<file path="src/rtl/i3c_bus_frontend_pkg.sv">
// Shared types and default widths for the I3C receive-side pad front end.
package i3c_phy_pkg;

  localparam int SYNC_STAGES_DEFAULT = 2;
  localparam int FILTER_W_DEFAULT    = 8;
  localparam int IDLE_W_DEFAULT      = 16;

  typedef struct packed {
    logic level;
    logic rise;
    logic fall;
  } i3c_line_evt_t;

  typedef enum logic [0:0] {
    BUS_FREE = 1'b0,
    BUS_BUSY = 1'b1
  } i3c_bus_state_e;

  function automatic logic any_edge(input i3c_line_evt_t a, input i3c_line_evt_t b);
    return a.rise | a.fall | b.rise | b.fall;
  endfunction

endpackage

</file>
<file path="src/rtl/i3c_bus_frontend_if.sv">
// Pad inputs, filter/idle configuration and filtered bus events between the
// pad front end (slave) and the controller core or bench driving it (master).
interface i3c_bus_frontend_if
  import i3c_phy_pkg::*;
#(
  parameter int FilterW = FILTER_W_DEFAULT,
  parameter int IdleW   = IDLE_W_DEFAULT
);
  logic               scl_i;
  logic               sda_i;
  logic               filter_en_i;
  logic [FilterW-1:0] filter_cycles_i;
  logic [IdleW-1:0]   idle_cycles_i;
  logic               scl_o;
  logic               sda_o;
  logic               scl_rise_o;
  logic               scl_fall_o;
  logic               sda_rise_o;
  logic               sda_fall_o;
  logic               start_det_o;
  logic               rstart_det_o;
  logic               stop_det_o;
  logic               bus_busy_o;
  logic               bus_idle_o;

  modport master (
    output scl_i, sda_i, filter_en_i, filter_cycles_i, idle_cycles_i,
    input  scl_o, sda_o, scl_rise_o, scl_fall_o, sda_rise_o, sda_fall_o,
    input  start_det_o, rstart_det_o, stop_det_o, bus_busy_o, bus_idle_o
  );

  modport slave (
    input  scl_i, sda_i, filter_en_i, filter_cycles_i, idle_cycles_i,
    output scl_o, sda_o, scl_rise_o, scl_fall_o, sda_rise_o, sda_fall_o,
    output start_det_o, rstart_det_o, stop_det_o, bus_busy_o, bus_idle_o
  );

endinterface

</file>
<file path="src/rtl/i3c_bus_frontend_line_filter.sv">
// One bus line: synchroniser chain, spike filter and edge strobes derived from
// the filtered level. Everything resets to the pulled-up level.
module i3c_line_filter
  import i3c_phy_pkg::*;
#(
  parameter int SyncStages = SYNC_STAGES_DEFAULT,
  parameter int FilterW    = FILTER_W_DEFAULT
) (
  input  logic               clk_i,
  input  logic               rst_i,
  input  logic               line_i,
  input  logic               filter_en_i,
  input  logic [FilterW-1:0] filter_cycles_i,
  output i3c_line_evt_t      evt_o
);

  logic [SyncStages-1:0] sync_r;
  logic                  sync_s;
  logic                  filt_r;
  logic                  filt_q_r;
  logic                  filt_nxt_s;
  logic [FilterW-1:0]    cnt_r;
  logic [FilterW-1:0]    cnt_nxt_s;
  logic [FilterW-1:0]    len_s;
  logic [FilterW:0]      cnt_inc_s;

  // Synchroniser shift chain for the raw pad level.
  always_ff @(posedge clk_i or posedge rst_i) begin
    if (rst_i) begin
      sync_r <= '1;
    end else begin
      sync_r <= {sync_r[SyncStages-2:0], line_i};
    end
  end

  assign sync_s = sync_r[SyncStages-1];

  // Stability counter: the filtered level flips once the mismatch has lasted N cycles.
  always_comb begin
    len_s      = (filter_en_i && (filter_cycles_i != '0)) ? filter_cycles_i : FilterW'(1);
    cnt_inc_s  = {1'b0, cnt_r} + (FilterW + 1)'(1);
    filt_nxt_s = filt_r;
    cnt_nxt_s  = '0;
    if (sync_s != filt_r) begin
      if (cnt_inc_s >= {1'b0, len_s}) begin
        filt_nxt_s = ~filt_r;
        cnt_nxt_s  = '0;
      end else if (&cnt_r) begin
        cnt_nxt_s = cnt_r;
      end else begin
        cnt_nxt_s = cnt_inc_s[FilterW-1:0];
      end
    end else begin
      cnt_nxt_s = '0;
    end
  end

  // Filtered level, its one-cycle delayed copy and the stability counter.
  always_ff @(posedge clk_i or posedge rst_i) begin
    if (rst_i) begin
      filt_r   <= 1'b1;
      filt_q_r <= 1'b1;
      cnt_r    <= '0;
    end else begin
      filt_r   <= filt_nxt_s;
      filt_q_r <= filt_r;
      cnt_r    <= cnt_nxt_s;
    end
  end

  // Event bundle: strobes line up with the first cycle of the new level.
  always_comb begin
    evt_o.level = filt_r;
    evt_o.rise  = filt_r & ~filt_q_r;
    evt_o.fall  = ~filt_r & filt_q_r;
  end

endmodule

</file>
<file path="src/rtl/i3c_bus_frontend.sv">
// I3C receive front end: filtered SCL/SDA, START/Sr/STOP detection, bus-busy
// tracking and an idle timer that tells the core when the bus is free.
module i3c_bus_frontend
  import i3c_phy_pkg::*;
#(
  parameter int SyncStages = SYNC_STAGES_DEFAULT,
  parameter int FilterW    = FILTER_W_DEFAULT,
  parameter int IdleW      = IDLE_W_DEFAULT
) (
  input logic              clk_i,
  input logic              rst_i,
  i3c_bus_frontend_if.slave bus
);

  i3c_line_evt_t  scl_evt_s;
  i3c_line_evt_t  sda_evt_s;
  i3c_bus_state_e state_r;
  i3c_bus_state_e state_nxt_s;
  logic           scl_quiet_s;
  logic           start_s;
  logic           stop_s;
  logic           free_cond_s;
  logic           edge_s;
  logic [IdleW-1:0] idle_cnt_r;
  logic [IdleW-1:0] idle_cnt_nxt_s;

  i3c_line_filter #(.SyncStages(SyncStages), .FilterW(FilterW)) u_scl_filter (
    .clk_i           (clk_i),
    .rst_i           (rst_i),
    .line_i          (bus.scl_i),
    .filter_en_i     (bus.filter_en_i),
    .filter_cycles_i (bus.filter_cycles_i),
    .evt_o           (scl_evt_s)
  );

  i3c_line_filter #(.SyncStages(SyncStages), .FilterW(FilterW)) u_sda_filter (
    .clk_i           (clk_i),
    .rst_i           (rst_i),
    .line_i          (bus.sda_i),
    .filter_en_i     (bus.filter_en_i),
    .filter_cycles_i (bus.filter_cycles_i),
    .evt_o           (sda_evt_s)
  );

  // Bus conditions: SDA moves while SCL is steadily high; a concurrent SCL edge voids it.
  always_comb begin
    scl_quiet_s = ~(scl_evt_s.rise | scl_evt_s.fall);
    start_s     = sda_evt_s.fall & scl_evt_s.level & scl_quiet_s;
    stop_s      = sda_evt_s.rise & scl_evt_s.level & scl_quiet_s;
  end

  // Bus ownership state register.
  always_ff @(posedge clk_i or posedge rst_i) begin
    if (rst_i) begin
      state_r <= BUS_FREE;
    end else begin
      state_r <= state_nxt_s;
    end
  end

  // Busy from START until STOP; a repeated START keeps the bus busy.
  always_comb begin
    state_nxt_s = state_r;
    case (state_r)
      BUS_FREE: begin
        if (start_s) state_nxt_s = BUS_BUSY;
        else         state_nxt_s = BUS_FREE;
      end
      BUS_BUSY: begin
        if (stop_s) state_nxt_s = BUS_FREE;
        else        state_nxt_s = BUS_BUSY;
      end
      default: state_nxt_s = BUS_FREE;
    endcase
  end

  // Idle timer counts consecutive quiet cycles with both lines high and no transaction.
  always_comb begin
    free_cond_s    = scl_evt_s.level & sda_evt_s.level & (state_r == BUS_FREE);
    edge_s         = any_edge(scl_evt_s, sda_evt_s);
    idle_cnt_nxt_s = idle_cnt_r;
    if (!free_cond_s || edge_s) begin
      idle_cnt_nxt_s = '0;
    end else if (&idle_cnt_r) begin
      idle_cnt_nxt_s = idle_cnt_r;
    end else begin
      idle_cnt_nxt_s = idle_cnt_r + IdleW'(1);
    end
  end

  // Idle counter register.
  always_ff @(posedge clk_i or posedge rst_i) begin
    if (rst_i) begin
      idle_cnt_r <= '0;
    end else begin
      idle_cnt_r <= idle_cnt_nxt_s;
    end
  end

  assign bus.scl_o        = scl_evt_s.level;
  assign bus.sda_o        = sda_evt_s.level;
  assign bus.scl_rise_o   = scl_evt_s.rise;
  assign bus.scl_fall_o   = scl_evt_s.fall;
  assign bus.sda_rise_o   = sda_evt_s.rise;
  assign bus.sda_fall_o   = sda_evt_s.fall;
  assign bus.start_det_o  = start_s;
  assign bus.rstart_det_o = start_s & (state_r == BUS_BUSY);
  assign bus.stop_det_o   = stop_s;
  assign bus.bus_busy_o   = (state_r == BUS_BUSY);
  assign bus.bus_idle_o   = free_cond_s & (idle_cnt_r >= bus.idle_cycles_i);

endmodule
</file>
<file path="src/flat_wrapper.sv">
// flat-port wrapper written by rule: the top's interface ports become plain ports
module i3c_bus_frontend_flat import i3c_phy_pkg::*;
#(
  parameter int SyncStages = SYNC_STAGES_DEFAULT,
  parameter int FilterW    = FILTER_W_DEFAULT,
  parameter int IdleW      = IDLE_W_DEFAULT
)
  (clk_i, rst_i, bus_scl_i, bus_sda_i, bus_filter_en_i, bus_filter_cycles_i, bus_idle_cycles_i, bus_scl_o, bus_sda_o, bus_scl_rise_o, bus_scl_fall_o, bus_sda_rise_o, bus_sda_fall_o, bus_start_det_o, bus_rstart_det_o, bus_stop_det_o, bus_bus_busy_o, bus_bus_idle_o);
  i3c_bus_frontend_if #(.FilterW(FilterW), .IdleW(IdleW)) bus_i ();
  input logic clk_i;
  input logic rst_i;
  input wire logic [$bits(bus_i.scl_i)-1:0] bus_scl_i;
  input wire logic [$bits(bus_i.sda_i)-1:0] bus_sda_i;
  input wire logic [$bits(bus_i.filter_en_i)-1:0] bus_filter_en_i;
  input wire logic [$bits(bus_i.filter_cycles_i)-1:0] bus_filter_cycles_i;
  input wire logic [$bits(bus_i.idle_cycles_i)-1:0] bus_idle_cycles_i;
  output wire logic [$bits(bus_i.scl_o)-1:0] bus_scl_o;
  output wire logic [$bits(bus_i.sda_o)-1:0] bus_sda_o;
  output wire logic [$bits(bus_i.scl_rise_o)-1:0] bus_scl_rise_o;
  output wire logic [$bits(bus_i.scl_fall_o)-1:0] bus_scl_fall_o;
  output wire logic [$bits(bus_i.sda_rise_o)-1:0] bus_sda_rise_o;
  output wire logic [$bits(bus_i.sda_fall_o)-1:0] bus_sda_fall_o;
  output wire logic [$bits(bus_i.start_det_o)-1:0] bus_start_det_o;
  output wire logic [$bits(bus_i.rstart_det_o)-1:0] bus_rstart_det_o;
  output wire logic [$bits(bus_i.stop_det_o)-1:0] bus_stop_det_o;
  output wire logic [$bits(bus_i.bus_busy_o)-1:0] bus_bus_busy_o;
  output wire logic [$bits(bus_i.bus_idle_o)-1:0] bus_bus_idle_o;
  assign bus_i.scl_i = bus_scl_i;
  assign bus_i.sda_i = bus_sda_i;
  assign bus_i.filter_en_i = bus_filter_en_i;
  assign bus_i.filter_cycles_i = bus_filter_cycles_i;
  assign bus_i.idle_cycles_i = bus_idle_cycles_i;
  assign bus_scl_o = bus_i.scl_o;
  assign bus_sda_o = bus_i.sda_o;
  assign bus_scl_rise_o = bus_i.scl_rise_o;
  assign bus_scl_fall_o = bus_i.scl_fall_o;
  assign bus_sda_rise_o = bus_i.sda_rise_o;
  assign bus_sda_fall_o = bus_i.sda_fall_o;
  assign bus_start_det_o = bus_i.start_det_o;
  assign bus_rstart_det_o = bus_i.rstart_det_o;
  assign bus_stop_det_o = bus_i.stop_det_o;
  assign bus_bus_busy_o = bus_i.bus_busy_o;
  assign bus_bus_idle_o = bus_i.bus_idle_o;
  i3c_bus_frontend #(.SyncStages(SyncStages), .FilterW(FilterW), .IdleW(IdleW)) u_core (.clk_i(clk_i), .rst_i(rst_i), .bus(bus_i));
endmodule
</file>
<file path="config.mk">
export PLATFORM = sky130hd
export DESIGN_NAME = i3c_bus_frontend_flat
export DESIGN_NICKNAME = d
export VERILOG_FILES = /design/src/rtl/i3c_bus_frontend_pkg.sv /design/src/rtl/i3c_bus_frontend_if.sv /design/src/rtl/i3c_bus_frontend_line_filter.sv /design/src/rtl/i3c_bus_frontend.sv /design/src/flat_wrapper.sv
export SDC_FILE = /design/constraint.sdc
export NUM_CORES = 1
export LEC_CHECK = 0
export ABC_CLOCK_PERIOD_IN_PS = 4200
export BUFFER_PORTS_ARGS = -buffer_cell sky130_fd_sc_hd__buf_2
export CAP_MARGIN = 20
export CELL_PAD_IN_SITES_DETAIL_PLACEMENT = 0
export CELL_PAD_IN_SITES_GLOBAL_PLACEMENT = 1
export CORE_MARGIN = 3
export CORE_UTILIZATION = 48
export DETAILED_ROUTE_END_ITERATION = 6
export GPL_TIMING_DRIVEN = 0
export PLACE_DENSITY = 0.87
export SETUP_SLACK_MARGIN = 0.15
export SYNTH_ARGS = -nofsm -noshare
export SYNTH_HDL_FRONTEND = slang
export SYNTH_SLANG_ARGS = --single-unit
export TNS_END_PERCENT = 30
</file>
<file path="constraint.sdc">
create_clock -name clk_i -period 4.2 [get_ports clk_i]
set_clock_uncertainty 0.2 [all_clocks]
set_input_delay 0 -clock clk_i [delete_from_list [all_inputs] [get_ports clk_i]]
set_output_delay 0 -clock clk_i [all_outputs]
set_load 0.05 [all_outputs]
</file>
After elaboration in Yosys (flattened, before gate mapping)
Index checks and enable logic that the tools add are counted.
W data, S select, Z words.
{"block": "word_totals", "regBits": 41, "in_bits": 29, "elab_cells": 63}
{"block": "op_classes", "add_sub_neg": 3, "magnitude_cmp": 3, "eq_ne": 5, "mux": 12, "bitwise_logic": 21, "reduce_logical": 9}
{"operator": "$mux W8", "n": 7}
{"operator": "$mux W16", "n": 2}
{"operator": "$add A8 B1 Y9 const B", "n": 2}
{"operator": "$ge A9 B8 Y1", "n": 2}
{"operator": "$add A16 B1 Y16 const B", "n": 1}
{"operator": "$ge A16 B16 Y1", "n": 1}
{"operator": "$reduce_and A16 Y1", "n": 1}
{"operator": "$reduce_and A8 Y1", "n": 2}
{"operator": "$and A1 B1 Y1", "n": 12}
{"operator": "$reduce_bool A8 Y1", "n": 1}
{"operator": "$ne A3 B3 Y1 const B", "n": 2}
{"operator": "$not A1 Y1", "n": 6}
{"operator": "$reduce_and A2 Y1", "n": 2}
{"operator": "$or A1 B1 Y1", "n": 3}
{"operator": "$mux W1", "n": 2}
{"operator": "$ne A1 B1 Y1", "n": 2}
{"operator": "$ne A2 B1 Y1 const B", "n": 1}
{"operator": "$pmux W1 S2", "n": 1}
{"operator": "$logic_and A1 B1 Y1", "n": 1}
{"operator": "$logic_not A1 Y1", "n": 1}
{"operator": "$logic_or A1 B1 Y1", "n": 1}

Longest topological paths before layout
Gate-level depths: netlist of the first run.
{"block": "depth", "word_depth": 7, "mapped_depth": 10}

Modules after synthesis
A second synthesis of the first run with hierarchy kept.
{"block": "unflattened", "hier_cells": 313, "hier_area_um2": 2877.8}
{"mod": "i3c_line_filter", "instances": 2, "cells_per_inst": 78, "area_per_inst_um2": 777.0, "seq_area_each_um2": 305.3}
{"mod": "i3c_bus_frontend", "instances": 1, "cells_per_inst": 157, "area_per_inst_um2": 1323.8, "seq_area_each_um2": 425.4}

Least setup slack after synthesis of the first run
OpenSTA, ideal clock, no wires.
{"block": "synth_path", "kind": "register to output", "start": "register u_core.u_sda_filter.filt_q_r", "end": "output port bus_rstart_det_o", "t_arrival_ns": 2.671, "setup_slack_ns": 1.329, "path_stages_with_launch": 4, "n_path_buf": 0, "path_cell_list": "dfstp_2 nor2b_1 nor2b_1 and2_1"}
{"block": "synth_via", "elab_chain_cells": 4}
{"item": "start, declared", "line": "i3c_bus_frontend_line_filter.sv:20", "rtl": "logic filt_q_r;"}
{"item": "start signal, assigned", "line": "i3c_bus_frontend_line_filter.sv:66", "rtl": "filt_q_r <= filt_r;"}
{"item": "$and A1 B1 Y1", "line": "i3c_bus_frontend_line_filter.sv:75", "rtl": "evt_o.fall = ~filt_r & filt_q_r;"}
{"item": "named net bus_sda_fall_o", "line": "flat_wrapper.sv:22", "rtl": "output wire logic [$bits(bus_i.sda_fall_o)-1:0] bus_sda_fall_o;"}
{"item": "$and A1 B1 Y1 (2 in a row)", "line": "i3c_bus_frontend.sv:48", "rtl": "start_s = sda_evt_s.fall & scl_evt_s.level & scl_quiet_s;"}
{"item": "named net bus_start_det_o", "line": "flat_wrapper.sv:23", "rtl": "output wire logic [$bits(bus_i.start_det_o)-1:0] bus_start_det_o;"}
{"item": "$and A1 B1 Y1", "line": "i3c_bus_frontend.sv:107", "rtl": "assign bus.rstart_det_o = start_s & (state_r == BUS_BUSY);"}
{"item": "end, declared", "line": "flat_wrapper.sv:24", "rtl": "output wire logic [$bits(bus_i.rstart_det_o)-1:0] bus_rstart_det_o;"}
The timed path passes the listed nets, and every way through them passes these cells.

Final worst setup path of the first run
{"block": "layout_path", "start": "register u_core.u_scl_filter.cnt_r[0]", "end": "register u_core.u_scl_filter.cnt_r[3]"}
{"block": "layout_via", "elab_chain_cells": 4, "word_cells_on_any_way": 7, "cone_classes": "add/sub (1); order compare (1); eq/ne (1); mux (3); reduce/logical (1)"}
{"item": "start, declared", "line": "i3c_bus_frontend_line_filter.sv:22", "rtl": "logic [FilterW-1:0] cnt_r;"}
{"item": "start signal, assigned", "line": "i3c_bus_frontend_line_filter.sv:67", "rtl": "cnt_r <= cnt_nxt_s;"}
{"item": "$add A8 B1 Y9", "line": "i3c_bus_frontend_line_filter.sv:41", "rtl": "cnt_inc_s = {1'b0, cnt_r} + (FilterW + 1)'(1);"}
{"item": "$ge A9 B8 Y1 or $mux W8 (tied branches)", "line": "i3c_bus_frontend_line_filter.sv:45, i3c_bus_frontend_line_filter.sv:48"}
{"item": "$mux W8", "line": "i3c_bus_frontend_line_filter.sv:45", "rtl": "if (cnt_inc_s >= {1'b0, len_s}) begin"}
{"item": "$mux W8", "line": "i3c_bus_frontend_line_filter.sv:44", "rtl": "if (sync_s != filt_r) begin"}
Several ways; a longest one is shown, not always the timed one. The select of a mux whose other input is x is not followed.
A chain may end at the register's enable or synchronous reset.

==> results of run 1 <==
==> Yosys cell counts (5+ instances only) <==
cell type	instances	area share, %
ha_1	37	17
dfrtp_1	33	30
nor2_1	27	3.7
inv_1	23	3.1
nand2_1	22	3.0
nor2b_1	17	3.8
a21oi_1	14	2.5
nand3_1	13	2.4
xnor2_1	12	3.8
xor2_1	10	3.2
nand4_1	9	2.0
dfstp_2	8	7.6
nor3_1	6	1.1
o21ai_0	5	0.91
==> cells in the final DEF (no fill, tap or decap), drive strengths merged, types with 2 or more instances in the layout <==
master       count
buf             40
ha              37
dfrtp           33
nor2            27
inv             23
nand2           22
nor2b           17
a21oi           15
nand3           15
xnor2           12
xor2            10
nand4           10
dfstp            8
clkbuf           8
nor3             7
o21ai            5
a21o             4
a31oi            4
a211oi           4
o21a             3
dlygate4sd3      3
and4             3
and3             3
nand2b           2
o21bai           2
a211o            2
and2             2
o2111ai          2
o211ai           2
mux2             2
==> final cells by class <==
cell class / count / share of cell area, %
plain buffers: 4 / 0.745
inverters: 23 / 2.71
well taps: 70 / 2.75
repair buffers: 41 / 6.90
clock inverters: 2 / 1.18
clock buffers: 6 / 2.59
flip-flops and latches: 41 / 32.5
multi-input cells: 220 / 50.7
==> critical path, stage by stage (launching register included) <==
cell	delay, ps
dfrtp_1	420
ha_1	260
nand2_1	70
nor2_1	110
xor2_1	220
ha_1	290
a21oi_1	170
o21a_1	130
o21ai_0	120
a211o_1	430
nor2b_1	140
==> metal layers <==
| metal | GRT usage [%] | vias up | wire length [µm] |
|---|---|---|---|
| li1 | - | 1112 | - |
| met1 | 21.1 | 997 | 2340 |
| met2 | 29.8 | 36 | 2390 |
| met3 | 2.96 | 7 | 212 |
| met4 | 5.65 | 0 | 70 |
| met5 | 0 | - | 0 |
==> registers in the layout (all words and copies together) (netlist names) <==
signal,cells
u_core.u_scl_filter.filt_r,1
u_core.bus.bus_busy_o,1
u_core.u_scl_filter.sync_r,2
u_core.u_scl_filter.filt_q_r,1
u_core.u_sda_filter.filt_r,1
u_core.u_scl_filter.cnt_r,8
u_core.u_sda_filter.sync_r,2
u_core.idle_cnt_r,16
u_core.u_sda_filter.filt_q_r,1
u_core.u_sda_filter.cnt_r,8
==> worst paths after layout <==
| check | from | to | slack, ps | cells past startpoint |
|---|---|---|---|---|
| worst max-delay path | u_core.u_scl_filter.cnt_r[0] | u_core.u_scl_filter.cnt_r[3] | 1560 | 10 |
| worst min-delay path | bus_scl_i | u_core.u_scl_filter.sync_r[0] | 150 | 2 |
| worst max register to register | u_core.u_scl_filter.cnt_r[0] | u_core.u_scl_filter.cnt_r[3] | 1560 | 10 |
| worst min register to register | u_core.u_sda_filter.sync_r[0] | u_core.u_sda_filter.sync_r[1] | 160 | 0 |
| max in group asynchronous | rst_i | u_core.u_sda_filter.cnt_r[2] | 3040 | 3 |
| min in group asynchronous | rst_i | u_core.idle_cnt_r[14] | 210 | 3 |
==> through the flow <==
stage,area [µm²],cells,hold slack [ps],total power [mW],setup WS (ps)
after global routing,3190,407,136,1.42,1260
after floorplan,2760,288,-196,0.894,1330
after detailed placement,3040,396,-92.8,1.00,1570
after CTS,3190,407,139,1.34,1560
final,3190,407,150,1.32,1560
after global placement,3040,396,-95.2,0.994,1610
==> logic make-up (layout without fill, tap and decap cells) <==
group / count (synthesis) / count (layout)
fa+ha+maj: 37 / 37
buf+inv: 27 / 76
xor+xnor: 22 / 22
flops: 41 / 41
compound gates: 46 / 46
simple gates: 112 / 112
mux: 3 / 3
==> where the power goes <==
group | switching (mW) | internal, mW | total [mW] | leakage [nW]
Clock | 0.133 | 0.193 | 0.326 | 0.0574
Sequential | 0.0534 | 0.458 | 0.512 | 0.538
Combinational | 0.318 | 0.160 | 0.478 | 0.971
==> out/metrics.csv, run 1 <==
stage;metric;value;unit
run_status;status;complete, no violations;
timing;max-slew violations;0;
timing;max_slew headroom;44.9;%
power;leakage;1.57;nW
timing;clock period minus worst slack;2640;ps
synthesis;main combinational cell family by area after synthesis;simple AND/OR/NAND/NOR gates;
route;Final ANT Viol Nets;0;
synthesis;Post-Synth Simple-Gate Area;21.8;%
final_layout;# diodes;0;
setup_path;CP startpoint kind;register;
clock_network;Root Buffer;clkbuf_8;
route;Initial DRT Pass Iterations;4;
clock_network;# H-tree levels;2;
floorplanning;Row Count;26;
power;worst vdd ir;0.323;mV
timing;Fin. Hold Viols;0;
route;DRC;0;
final_layout;area growth from synthesis to layout;15.5;%
final_layout;Post-layout nets;402;
clock_network;# resized after CTS;0;
route;vias;2152;
setup_path;CP required;4220;ps
clock_network;hold_buf cts;3;
clock_network;Setup Buffers After CTS;0;
clock_network;TritonCTS buffer count;5;
floorplanning;Die Y;81.9;µm
grt;largest net degree at the start of global routing;42;
clock_network;Worst-Skew Late Latency;290;ps
grt;GRT Util Overall;17.0;%
synthesis;number of synthesized flops with an enable pin;0;
final_layout;FF+latch area;0.00104;mm²
final_layout;final core occ;59.8;%
synthesis;adder-cell share of the synthesized area;16.8;%
floorplanning;die area;0.00670;mm²
power;PD cells;412;mW/mm²
clock_network;clock buffer depth;2;
floorplanning;Core Footprint;0.00534;mm²
route;Via-to-Cell Ratio;5.29;
clock_network;CTS clk-pin slew, worst paths;80;ps
floorplanning;initial core utilization;51.8;%
place;port bufs;38;
synthesis;most common flop cell mapped by yosys;dfrtp_1;
final_layout;filler instances;499;
synthesis;Compound-Gate Fraction of Synth Area;11.8;%
synthesis;post-synthesis xor/xnor area fraction;6.97;%
clock_network;CTS tree;done;
grt;global-route wire length before repair;8.90;mm
place;detailed-placement wirelength estimate;3.92;mm
grt;initial antenna violation count;0;
synthesis;register area share after synthesis;37.5;%
route;drt wl/cell;12.3;µm
timing;Final Cycle Share;62.7;%
clock_network;CTS sink count;41;
place;RePlAce Congestion;0.767;
setup_path;Worst Path Max Fanout;8;
synthesis;flops & latches, synth;41;
route;DRT Wirelength;5.01;mm
synthesis;Post-Syn Area;0.00276;mm²
min_path;Min-Delay Path Class;in -> reg;
timing;RSZ-0062 raised after global routing;no;
synthesis;mux contribution to synthesized area;1.18;%
timing;Setup-failing EPs final;0;
flow_run;max_cap viols;0;
setup_path;CP Capture Type;register;
synthesis;fraction of registers with async set/reset;100;%
grt;Congestion Overflow GR;0;
final_layout;area of the multi-input gates;0.00162;mm²
floorplanning;chip width;81.9;µm
timing;Fin Setup TNS;0;ps
final_layout;share of layout cells above drive strength 1;20.5;%
setup_path;worst setup path class;reg -> reg;
floorplanning;num ports;40;
synthesis;yosys warns;0;
synthesis;Synth Instances;288;
synthesis;Distinct cells, synth;46;
synthesis;syn nets;354;
grt;number of global-route vias before repair;2058;
synthesis;Mean Syn Cell Area;9.59;µm²
timing;worst slew pin tran;825;ps
route;DRT iter0 DRCs;83;
timing;f_max;379;MHz
setup_path;crit path DAT;2660;ps
No activity file was read; power rests on OpenSTA's default activity.
==> run 2: changes to the inputs <==
ABC_CLOCK_PERIOD_IN_PS = 2350   (was 4200)
CORE_UTILIZATION = 40   (was 48)
PLACE_DENSITY = 0.77   (was 0.87)
clock period = 2.35 ns   (was 4.2 ns; I/O delays follow)
==> out/metrics.csv, run 2 (synthesis gave the netlist of run 1 again) <==
stage;metric;value;unit;change
final_layout;Largest regs;u_core.idle_cnt_r (16), u_core.u_scl_filter.cnt_r (8), u_core.u_sda_filter.cnt_r (8);;unchanged
timing;Final Cycle Share;103;%;was 62.7%
timing;f_max;413;MHz;was 379 MHz
power;Flop pwr share;38.6;%;was 38.9%
grt;Congestion Overflow GR;0;;unchanged
timing;final worst slack;-68.9;ps;was 1560 ps
power;Clock Power Share;18.7;%;was 24.8%
floorplanning;chip width;89.1;µm;was 81.9 µm
clock_network;Worst-Skew Late Latency;290;ps;about the same
power;Internal;1.42;mW;was 0.812 mW
flow_run;max_cap viols;0;;unchanged
clock_network;TritonCTS buffer count;5;;unchanged
floorplanning;initial core utilization;42.3;%;was 51.8%
route;DRT Wirelength;5.50;mm;was 5.01 mm
power;Comb pwr share;42.7;%;was 36.4%
final_layout;max reg flops;16;;unchanged
final_layout;most frequent cells in the layout;buf_2 (38), ha_1 (35), dfrtp_1 (33), nor2_1 (23), inv_1 (22);;was buf_2 (39), ha_1 (37), dfrtp_1 (33), nor2_1 (27)
floorplanning;Core Footprint;0.00653;mm²;was 0.00534 mm²
setup_path;Worst Path Max Fanout;8;;unchanged
place;DP Area;0.00307;mm²;was 0.00304 mm²
grt;number of global-route vias before repair;2147;;was 2058
final_layout;# diodes;0;;unchanged
floorplanning;die area;0.00794;mm²;was 0.00670 mm²
route;Final ANT Viol Nets;0;;unchanged
clock_network;Root Buffer;clkbuf_8;;unchanged
power;switching share of power;40.7;%;was 38.3%
final_layout;filler instances;641;;was 499
final_layout;area growth from synthesis to layout;20.2;%;was 15.5%
setup_path;Slowest-stage cell, CP;dfrtp_1;;was a211o_1
floorplanning;Die Y;89.1;µm;was 81.9 µm
final_layout;Post-layout nets;407;;was 402
clock_network;CTS clk-pin slew, worst paths;70;ps;was 80 ps
route;vias;2188;;was 2152
final_layout;share of layout cells above drive strength 1;28.1;%;was 20.5%
route;Via-to-Cell Ratio;5.22;;was 5.29
clock_network;clock buffer depth;2;;unchanged
run_status;failing checks;negative setup slack;;
setup_path;worst path cell trace;ha_4 > nand2_2 > nor2_2 > xor2_1 > ha_1 > a21oi_2 > o21a_1 > o21ai_2 > a211o_4 > nor2b_1;;was ha_1 > nand2_1 > nor2_1 > xor2_1 > ha_1 > a21oi_1 > o21a_1 > o21ai_0 > a211o_1 > nor2b_1
route;Initial DRT Pass Iterations;4;;unchanged
timing;hold_ws;156;ps;was 150 ps
final_layout;commonest non-fill, non-tap cell in the layout;buf_2;;unchanged
place;Setup WS pre-CTS;-297;ps;was 1570 ps
power;total power;2.39;mW;was 1.32 mW
grt;global-route wire length before repair;9.49;mm;was 8.90 mm
floorplanning;Row Count;29;;was 26
grt;initial antenna violation count;0;;unchanged
place;port bufs;38;;unchanged
final_layout;Top reg by flops;u_core.idle_cnt_r;;unchanged
min_path;Min-Delay Path Class;in -> reg;;unchanged
timing;clock period minus worst slack;2420;ps;was 2640 ps
setup_path;crit path DAT;2440;ps;was 2660 ps
timing;worst slew pin tran;875;ps;was 825 ps
setup_path;CP startpoint kind;register;;unchanged
final_layout;final core occ;50.8;%;was 59.8%
clock_network;# H-tree levels;2;;unchanged
route;DRC;0;;unchanged
route;DRT iter0 DRCs;73;;was 83
setup_path;CP Capture Type;register;;unchanged
timing;RSZ-0062 raised after global routing;yes;;was no
grt;GRT Util Overall;15.1;%;was 17.0%
power;worst vdd ir;0.547;mV;was 0.323 mV
final_layout;Final Instance Area;0.00332;mm²;was 0.00319 mm²
clock_network;CTS sink count;41;;unchanged
place;RePlAce Congestion;0.871;;was 0.767
place;detailed-placement wirelength estimate;4.07;mm;was 3.92 mm
route;drt wl/cell;13.1;µm;was 12.3 µm
power;leakage;1.60;nW;was 1.57 nW
timing;Setup-failing EPs final;16;;was 0
setup_path;CP required;2370;ps;was 4220 ps
floorplanning;num ports;40;;unchanged
power;Sw Pwr;0.972;mW;was 0.504 mW
setup_path;critical path's largest stage delay;410;ps;was 430 ps
timing;max-slew violations;0;;unchanged
power;PD cells;720;mW/mm²;was 412 mW/mm²
run_status;status;complete, but fails checks;;was complete, no violations
clock_network;CTS tree;done;;unchanged
setup_path;worst setup path class;reg -> reg;;unchanged
timing;Fin. Hold Viols;0;;unchanged
timing;max_slew headroom;41.6;%;was 44.9%
grt;largest net degree at the start of global routing;42;;unchanged
run 2: worst max-delay path: cells and delay by family (launching register included):
kind                     cells  cell delay, ps
AND/OR/NAND/NOR              3             270
AO/OA/AOI/OAI                4             770
adder cells (fa/ha/maj)      2             480
XOR/XNOR                     1             220
flip-flops                   1             410
run 2: path summary, 6_finish.rpt:
path / from / to / slack (ps) / depth (start not counted)
hold reg to reg: u_core.u_sda_filter.sync_r[0] / u_core.u_sda_filter.sync_r[1] / 160 / 0
max in group asynchronous: rst_i / u_core.u_sda_filter.cnt_r[1] / 1160 / 3
hold / removal: bus_scl_i / u_core.u_scl_filter.sync_r[0] / 160 / 2
setup reg to reg: u_core.u_scl_filter.cnt_r[0] / u_core.u_scl_filter.cnt_r[2] / -70 / 10
setup / recovery: u_core.u_scl_filter.cnt_r[0] / u_core.u_scl_filter.cnt_r[2] / -70 / 10
min in group asynchronous: rst_i / u_core.idle_cnt_r[1] / 240 / 3
run 2: cell type report:
class                   instances  area (µm²)  share of cell area (%)
well taps                      77        96.3                    2.90
flip-flops and latches         41        1040                    31.2
inverters                      23        86.3                    2.60
plain buffers                   4        25.0                   0.754
repair buffers                 46         263                    7.92
multi-input cells             220        1730                    52.2
clock buffers                   7        76.3                    2.30
clock inverters                 1        5.00                   0.151
run 2: what timing repair did:
| action | CTS | global route |
|---|---|---|
| hold endpoints to repair | 35 | 0 |
| buffers inserted | 3 | 2 |
| setup endpoints to repair | 19 | 32 |
| gates resized for setup | 19 | 12 |
| hold buffers | 3 | 0 |
| pin swaps | 13 | 2 |
run 2: power by group through the flow:
stage                     clock, mW  combinational, mW  sequential, mW
after floorplan                   0              0.621            1.01
after global placement            0              0.882           0.934
after detailed placement          0              0.898           0.935
after CTS                     0.464               1.02           0.925
after global routing          0.491               1.14           0.941
final                         0.446               1.02           0.923
run 2: metal layers:
metal / track usage, % / up-vias / part of all wire, %
li1: - / 1117 / -
met1: 19.5 / 1034 / 47
met2: 25.8 / 35 / 49
met3: 3.13 / 2 / 3.4
met4: 4.06 / 0 / 0.42
met5: 0 / - / 0
run 2: per-stage QoR:
step,setup TNS (ps),cells
final,-538,419
after global routing,-2900,419
after CTS,-298,417
after detailed placement,-3630,403
after global placement,-3290,403
after floorplan,0,288
==> run 3: changes to the inputs <==
SKIP_LAST_GASP = 1   (was default)
==> out/metrics.csv, run 3 (synthesis gave the netlist of run 1 again) <==
stage;metric;value;unit;change
place;detailed-placement wirelength estimate;4.07;mm;unchanged
setup_path;crit path DAT;2440;ps;about the same
clock_network;CTS tree;done;;unchanged
final_layout;Post-layout nets;407;;unchanged
clock_network;# H-tree levels;2;;unchanged
route;Initial DRT Pass Iterations;4;;unchanged
timing;f_max;413;MHz;about the same
grt;largest net degree at the start of global routing;42;;unchanged
setup_path;Reg-to-Reg Start;u_core.u_scl_filter.cnt_r[0];;unchanged
route;DRT Wirelength;5.46;mm;was 5.50 mm
setup_path;CP required;2370;ps;about the same
timing;Fin. Hold Viols;0;;unchanged
grt;global-route wire length before repair;9.45;mm;was 9.49 mm
final_layout;Largest regs;u_core.idle_cnt_r (16), u_core.u_scl_filter.cnt_r (8), u_core.u_sda_filter.cnt_r (8);;unchanged
final_layout;# diodes;0;;unchanged
min_path;Worst Hold Path Cells;2;;unchanged
final_layout;area growth from synthesis to layout;19.4;%;was 20.2%
grt;GRT Util Overall;15.1;%;about the same
final_layout;final cell count without fillers;419;;unchanged
grt;number of global-route vias before repair;2143;;was 2147
final_layout;most frequent cells in the layout;buf_2 (38), ha_1 (35), dfrtp_1 (33), nor2_1 (24), inv_1 (22);;was buf_2 (38), ha_1 (35), dfrtp_1 (33), nor2_1 (23), inv_1 (22)
setup_path;CP Capture Type;register;;unchanged
min_path;Min-Delay Path Class;in -> reg;;unchanged
final_layout;Top reg by flops;u_core.idle_cnt_r;;unchanged
timing;max_slew headroom;41.6;%;about the same
setup_path;crit path buf inv count;0;;unchanged
route;drt wl/cell;13.0;µm;was 13.1 µm
final_layout;max reg flops;16;;unchanged
route;vias;2194;;was 2188
place;DP Area;0.00307;mm²;unchanged
route;Final ANT Viol Nets;0;;unchanged
final_layout;commonest non-fill, non-tap cell in the layout;buf_2;;unchanged
setup_path;CP delay by family, top;compound AO/OA/AOI/OAI gates;;unchanged
min_path;WHS Endpoint;u_core.u_scl_filter.sync_r[0];;unchanged
floorplanning;initial core utilization;42.3;%;unchanged
timing;clock period minus worst slack;2420;ps;about the same
clock_network;TritonCTS buffer count;5;;unchanged
final_layout;share of layout cells above drive strength 1;26.9;%;was 28.1%
timing;RSZ-0062 raised after global routing;yes;;unchanged
setup_path;R2R cell count;10;;unchanged
route;DRT iter0 DRCs;68;;was 73
final_layout;final core occ;50.5;%;was 50.8%
clock_network;Worst-Skew Late Latency;290;ps;about the same
run_status;failing checks;negative setup slack;;unchanged
timing;max-slew violations;0;;unchanged
timing;final worst slack;-70.2;ps;was -68.9 ps
setup_path;critical path's largest stage delay;410;ps;about the same
power;worst vdd ir;0.541;mV;was 0.547 mV
floorplanning;Core Footprint;0.00653;mm²;unchanged
floorplanning;num ports;40;;unchanged
power;PD cells;721;mW/mm²;was 720 mW/mm²
place;RePlAce Congestion;0.871;;unchanged
grt;initial antenna violation count;0;;unchanged
setup_path;RR Endpoint;u_core.u_scl_filter.cnt_r[2];;unchanged
clock_network;CTS clk-pin slew, worst paths;70;ps;about the same
run_status;status;complete, but fails checks;;unchanged
setup_path;Register-to-Register Setup Slack;-70;ps;about the same
min_path;hold path start;bus_scl_i;;unchanged
grt;Congestion Overflow GR;0;;unchanged
place;port bufs;38;;unchanged
timing;Setup-failing EPs final;18;;was 16
timing;Final Cycle Share;103;%;about the same
setup_path;Slowest-stage cell, CP;dfrtp_1;;unchanged
place;Inst Count DP;403;;unchanged
flow_run;max_cap viols;0;;unchanged
power;total power;2.38;mW;was 2.39 mW
clock_network;clock buffer depth;2;;unchanged
floorplanning;die area;0.00794;mm²;unchanged
clock_network;Root Buffer;clkbuf_8;;unchanged
setup_path;worst path cell trace;ha_4 > nand2_2 > nor2_2 > xor2_1 > ha_1 > a21oi_2 > o21a_1 > o21ai_2 > a211o_4 > nor2b_1;;unchanged
clock_network;CTS sink count;41;;unchanged
route;DRC;0;;unchanged
timing;worst slew pin tran;874;ps;was 875 ps
floorplanning;Die Y;89.1;µm;unchanged
setup_path;CP startpoint kind;register;;unchanged
route;Via-to-Cell Ratio;5.24;;was 5.22
timing;hold_ws;155;ps;was 156 ps
setup_path;worst setup path class;reg -> reg;;unchanged
power;leakage;1.59;nW;was 1.60 nW
floorplanning;chip width;89.1;µm;unchanged
final_layout;Final Instance Area;0.00330;mm²;was 0.00332 mm²
setup_path;Worst Path Max Fanout;8;;unchanged
floorplanning;Row Count;29;;unchanged
[run 3: area by class of cell]
type	instances	area, µm²
Inverter	23	86.3
Sequential cell	41	1040
Multi-Input combinational cell	220	1710
Buffer	4	23.8
Fill cell	644	3230
Tap cell	77	96.3
Clock inverter	1	5.00
Timing Repair Buffer	46	260
Clock buffer	7	76.3
[run 3: worst max-delay path by stage]
stage / start / to / slack (ps) / cells after the start
6_report: u_core.u_scl_filter.cnt_r[0] / u_core.u_scl_filter.cnt_r[2] / -70 / 10
3_3_place_gp: u_core.u_sda_filter.cnt_r[0] / u_core.u_sda_filter.cnt_r[5] / -250 / 10
3_5_place_dp: u_core.u_sda_filter.cnt_r[0] / u_core.u_sda_filter.cnt_r[5] / -300 / 10
4_1_cts: u_core.u_scl_filter.cnt_r[1] / u_core.u_scl_filter.cnt_r[2] / -40 / 10
2_1_floorplan: u_core.u_scl_filter.filt_r / bus_rstart_det_o / 30 / 5
5_1_grt: u_core.u_scl_filter.cnt_r[1] / u_core.u_scl_filter.cnt_r[6] / -190 / 10
[run 3: repair_timing]
item                                   CTS  global route
hold buffers                             3             0
gates resized for setup                 17             5
buffers inserted                         3             2
setup endpoints to repair               19            32
pin swaps                               12             1
endpoints found under the hold margin   35             0
[run 3: stage by stage]
step | setup WS, ps | TNS [ps]
5_1_grt | -186 | -3160
4_1_cts | -39.8 | -329
3_5_place_dp | -297 | -3630
3_3_place_gp | -248 | -3290
2_1_floorplan | 32.1 | 0
6_report | -70.2 | -751
[run 3: metal layers]
metal / global-route usage (%) / vias to the layer above / routed length [µm]
li1: - / 1117 / -
met1: 19.4 / 1035 / 2560
met2: 25.8 / 40 / 2680
met3: 3.13 / 2 / 208
met4: 4.06 / 0 / 23
met5: 0 / - / 0
[run 3: power breakdown]
group          internal (mW)  switching (mW)
Clock                  0.209           0.237
Sequential             0.819           0.102
Combinational          0.380           0.629
